--- config.mk ---
export PLATFORM = sky130hd
export DESIGN_NAME = bits_serial_logic_rx
export DESIGN_NICKNAME = d
export VERILOG_FILES = /design/src/rtl/bits_serial_logic_rx.sv
export SDC_FILE = /design/constraint.sdc
export NUM_CORES = 1
export LEC_CHECK = 0
export ABC_AREA = 1
export CORE_MARGIN = 2
export CORE_UTILIZATION = 40
export CTS_CLUSTER_DIAMETER = 200
export DETAILED_ROUTE_END_ITERATION = 6
export SLEW_MARGIN = 20
export SYNTH_ARGS = -nofsm -noshare
export SYNTH_HDL_FRONTEND = slang
export SYNTH_SLANG_ARGS = --single-unit
--- constraint.sdc ---
create_clock -name CLK -period 2.4 [get_ports CLK]
set_input_delay 0.24 -clock CLK [delete_from_list [all_inputs] [get_ports CLK]]
set_output_delay 0.24 -clock CLK [all_outputs]
set_load 0.05 [all_outputs]
--- src/rtl/bits_serial_logic_rx.sv ---
// bits_serial_logic_rx: bit-serial AND/OR/XOR/pass receiver assembling WIDTH-bit words (optional O_parity via SERIAL_LOGIC_RX_PARITY_EN)
module bits_serial_logic_rx #(
  parameter int WIDTH = 8,
  parameter int CNT_W = $clog2(WIDTH + 1)
) (
  input  logic             CLK,
  input  logic             ASYNCRESET,
  input  logic [1:0]       op,
  input  logic             in_valid,
  output logic             in_ready,
  input  logic             in_i0,
  input  logic             in_i1,
  output logic [WIDTH-1:0] O,
  output logic             out_valid,
  input  logic             out_ready
`ifdef SERIAL_LOGIC_RX_PARITY_EN
  ,
  output logic             O_parity
`endif
);
  typedef enum logic {COLLECT, HOLD} state_t;
  state_t state, state_nx;
  logic [CNT_W-1:0] cnt;
  logic [1:0] op_q, op_eff;
  logic in_xfer, last, bit_v;
  always_comb begin
    in_ready = state == COLLECT;
    out_valid = state == HOLD;
    in_xfer = in_valid && in_ready;
    last = cnt == CNT_W'(WIDTH - 1);
    op_eff = cnt == '0 ? op : op_q;
    bit_v = op_eff == 2'b00 ? in_i0 & in_i1 :
            op_eff == 2'b01 ? in_i0 | in_i1 :
            op_eff == 2'b10 ? in_i0 ^ in_i1 : in_i0;
    state_nx = state;
    if (state == COLLECT && in_xfer && last) state_nx = HOLD;
    else if (state == HOLD && out_ready) state_nx = COLLECT;
  end
  always_ff @(posedge CLK or posedge ASYNCRESET)
    if (ASYNCRESET) state <= COLLECT;
    else state <= state_nx;
  always_ff @(posedge CLK or posedge ASYNCRESET)
    if (ASYNCRESET) begin
      cnt <= '0;
      op_q <= 2'b00;
      O <= '0;
    end else if (in_xfer) begin
      O <= (O & ~(WIDTH'(1) << cnt)) | (WIDTH'(bit_v) << cnt);
      cnt <= last ? '0 : cnt + CNT_W'(1);
      if (cnt == '0) op_q <= op;
    end
`ifdef SERIAL_LOGIC_RX_PARITY_EN
  always_ff @(posedge CLK or posedge ASYNCRESET)
    if (ASYNCRESET) O_parity <= 1'b0;
    else if (in_xfer) O_parity <= cnt == '0 ? bit_v : O_parity ^ bit_v;
`endif
endmodule

# After elaboration in Yosys (flattened, before gate mapping)
# Cells that the tools add are included.
[classes]
eq_ne = 3
n_lt_le_gt_ge = 0
shifts = 2
muxes = 7
n_reduce_logical = 7
n_mul = 0
add_sub_neg = 1
n_div = 0
bitwise_logic = 7
[ops]
columns = ["op", "count"]
rows = [
  ["8-bit AND", 1],
  ["8-bit inverter", 1],
  ["8-bit OR", 1],
  ["1-bit by 4-bit left shift with 8-bit output", 1],
  ["1-bit by 4-bit left shift with 8-bit output (first input constant)", 1],
  ["1-bit 2-to-1 mux", 5],
  ["4-bit by 1-bit adder with 4-bit output (second input constant)", 1],
  ["4-bit by 3-bit == test with 1-bit output (second input constant)", 1],
  ["1-bit logical AND", 4],
  ["4-bit logical NOT", 1],
  ["4-bit 2-to-1 mux", 1],
  ["2-bit by 1-bit == test with 1-bit output (second input constant)", 1],
  ["2-bit == test (second input constant)", 1],
  ["2-bit logical NOT", 1],
  ["2-bit 2-to-1 mux", 1],
  ["2-bit nonzero test", 1],
  ["1-bit AND", 1],
  ["1-bit inverter", 1],
  ["1-bit OR", 1],
  ["1-bit bitwise XOR", 1],
]
[word_totals]
out_inout_bits = 10
ramBits = 0
latch_bits = 0
n_memories = 0
in_bits = 8
word_cells = 31
mem_bits_ro = 0
ff_bits = 15

# Longest topological paths before layout
[logic_depth]
depth_word = 8
depth_mapped = 9
depth_no_buf = 9

# Worst setup path after synthesis
# No wires, ideal clock.
[synth_path]
path_kind = "reg-to-reg"
startpoint = "reg state (netlist: out_valid)"
endpoint = "reg O[0]"
path_slack_ps = 788
stages_incl_launch_ff = 9
n_path_buf = 0
period_less_slack_ps = 1612
t_arrival_ps = 1494
setup_time_ps = 118
t_required_ps = 2282
path_cell_list = "dfrtp_1 > inv_2 > nand2_2 > inv_2 > nand2_1 > inv_2 > nand2_1 > nand2_1 > nand2_1"
[synth_via]
elab_chain_cells = 2
[synth_rtl]
columns = ["element", "line", "source"]
rows = [
  ["start, declared", "22", "state_t state, state_nx;"],
  ["start signal, assigned", "41", "else state <= state_nx;"],
  ["1-bit inverter", "27", "in_ready = state == COLLECT;"],
  ["net in_ready", "10", "output logic in_ready,"],
  ["1-bit logical AND", "29", "in_xfer = in_valid && in_ready;"],
  ["end signal, assigned", "48", "O <= (O & ~(WIDTH'(1) << cnt)) | (WIDTH'(bit_v) << cnt);"],
  ["end, declared", "13", "output logic [WIDTH-1:0] O,"],
]
# The timed path passes the listed nets, and every way through them passes these cells.
# A chain may end at the register's enable or synchronous reset.

# Final worst setup path
[layout_path]
startpoint = "reg state (netlist: out_valid)"
endpoint = "out in_ready"
[layout_via]
elab_chain_cells = 1
[layout_rtl]
columns = ["element", "line"]
rows = [
  ["1-bit inverter", "27"],
  ["end, declared", "10"],
]
# Every way passes these cells.

==> impl_metrics.csv <==
group,metric,value,unit
sta,setup-tns-final,0,ns
global_route,busiest_layer,"met2",
die,ios,18,
clock_network,cts_setup_buffers,0,
sta,fin_crit_sh,0.746,
finish,area_growth,24.8,%
setup_path,cp_max_fo,3,
yosys,ys_types,18,
setup_path,endpoint_kind,"output pin",
die,core_area,2210,µm²
placed_design,place_inst,157,
finish,drive_gt1_frac,0.195,
route,drtAntennaViolNets,0,
sta,worstMarginPinSlew,0.593,ns
setup_path,cp.required,2.16,ns
power_and_ir_drop,p_total,1.40,mW
finish,final_area,1160,µm²
setup_path,crit_chain,"inv_2 -> clkdlybuf4s50_1",
sta,setup_viol,0,
worst_hold_path,worstHoldPathType,"in2async",
die,die_h,52.3,µm
power_and_ir_drop,power.density,1200,nW/µm²
clock_network,clock_sinks,15,
yosys,avgSynthCellArea,8.33,µm²
route,dr.first_iter.drc_count,10,
route,wl_per_cell,11.4,µm
clock_network,clk_latency,0.27,ns
sta,fin_crit,1.79,ns
die,start_util,0.422,
setup_path,path_class,"reg2out",
yosys,synth.yosys.seq_area_share,0.402,
sta,worst_slack,0.609,ns
route,avgViaCountPerCell,4.83,
setup_path,worstPathArrival,1.55,ns
finish,fin_cells,161,
global_route,grt_usage,0.156,
clock_network,cts_tree,"yes",
placed_design,preCtsSetupSlack,0.689,ns
setup_path,start_kind,"register",
yosys,synth_top_area_frac,0.402,
route,totalWireLength,1840,µm
sta,skew,0.00122,ns
yosys,synth_cells,112,
global_route,grt_pass1_wl,3150,µm
global_route,gr-total-overflow,0,
global_route,met1_usage,0.204,
global_route,grt_pass1_vias,771,
yosys,syn_nets,128,
placed_design,port_buffers,17,
route,detail_route.first_pass.iterations,4,
finish,fin_util,0.527,
global_route,grt_start_max_net_pins,16,
route,drc,0,
run,maxCapViolCount,0,
die,die_x,52.3,µm
global_route,antenna_found_initial,0,
power_and_ir_drop,ir_drop,0.539,mV
finish,fin_nets,150,
yosys,syn_area,933,µm²
placed_design,gp_congestion,0.750,
sta,rsz0062_at_grt,"false",
power_and_ir_drop,power.leakage,0.579,nW
clock_network,clkSlewWorstSetupHoldPaths,0.09,ns
sta,max_freq,0.558,GHz
outcome,status,"finished, final reports clean",
setup_path,max_stage_delay,0.80,ns
global_route,use_met3,0.0257,
global_route,use_met2,0.252,
die,dieArea,2740,µm²
route,vias,778,
clock_network,clockBufferDepth,2,
yosys,synth_area_leaders,"dfrtp_1 (40%), ha_1 (11%), nand2_1 (9.2%)",
placed_design,place_hpwl,1420,µm
clock_network,cts-buffers-inserted,3,
clock_network,root_buffer,"clkbuf_4",
setup_path,crit_path_top_delay_cell,"clkdlybuf4s50_1",
placed_design,dpl-instance-area,1140,µm²
sta,final_max_slew_viol_count,0,
sta,finalHoldViolCount,0,
yosys,ys_ff_latch,15,
yosys,synth_top_cell_by_area,"dfrtp_1",
yosys,ys_warn_count,0,
clock_network,hold_buffers,0,
clock_network,post_cts_resized,0,
finish,n_antenna_cell,0,
sta,whs,0.319,ns
die,rows,17,
clock_network,htree_num_levels,1,
sta,relSlewSlack,0.604,
cell type report:
cell class | instances | area [µm²]
fillers | 221 | 1050
clock buffers | 4 | 26.3
flip-flops and latches | 15 | 375
repair buffers | 17 | 170
well taps | 28 | 35.0
inverters | 22 | 82.6
multi-input cells | 75 | 475
logic make-up after synthesis:
| logic type | share of synthesized area |
|---|---|
| AOI/OAI and AO/OA | 0.106 |
| adders and majority gates | 0.107 |
| buffers and inverters | 0.0885 |
| DFF | 0.402 |
| and+or+nand+nor | 0.296 |
cells in the final DEF, fill, tap and decap left out:
master | Yosys | routed
nand2_1 | 23 | 23
clkdlybuf4s50_1 | 0 | 17
dfrtp_1 | 15 | 15
inv_1 | 15 | 15
nand4_1 | 9 | 9
ha_1 | 8 | 8
inv_2 | 7 | 7
o21ai_0 | 7 | 7
nand3_1 | 6 | 6
o21ai_2 | 4 | 4
o21ai_1 | 4 | 4
nand2_2 | 3 | 3
clkbuf_4 | 0 | 3
nor2_4 | 2 | 2
nand2_4 | 2 | 2
nand3_2 | 2 | 2
nor2_1 | 2 | 2
or2_2 | 1 | 1
nor2_2 | 1 | 1
a21oi_2 | 1 | 1
clkbuf_1 | 0 | 1
synthesized netlist by cell type (all sizes together):
cell type,n
a21oi,1
ha,8
inv,22
nand2,28
o21ai,15
nor2,5
or2,1
nand3,8
nand4,9
dfrtp,15
per-layer routing:
metal  vias up  wire, µm
li1        410         -
met1       351       889
met2        15       864
met3         2        66
met4         0        17
met5         -         0
worst paths after layout:
| path | startpoint | endpoint | slack, ns | depth (start not counted) |
|---|---|---|---|---|
| setup reg to reg | cnt[0] | O[6] | 0.66 | 9 |
| min in group CLK | O[4] | O[4] | 0.49 | 2 |
| hold reg to reg | O[4] | O[4] | 0.49 | 2 |
| hold / removal | ASYNCRESET | op_q[0] | 0.32 | 2 |
| max in group asynchronous | ASYNCRESET | cnt[0] | 1.70 | 2 |
| setup / recovery | out_valid | in_ready | 0.61 | 2 |
state kept, by name, summed over array words and instances, names as in the netlist:
register	cells
O	8
cnt	4
op_q	2
out_valid	1
worst max-delay path, delay by kind of cell (launching register included):
kind / cells / cell delay [ns]
buffers and inverters: 2 / 0.88
flip-flops: 1 / 0.39
power breakdown:
group	total, mW	switching [mW]	internal [mW]
combinational	0.796	0.528	0.269
clock	0.143	0.0783	0.0643
sequential	0.456	0.102	0.354
total	1.40	0.708	0.687
Power figures use the tool's default switching activity.
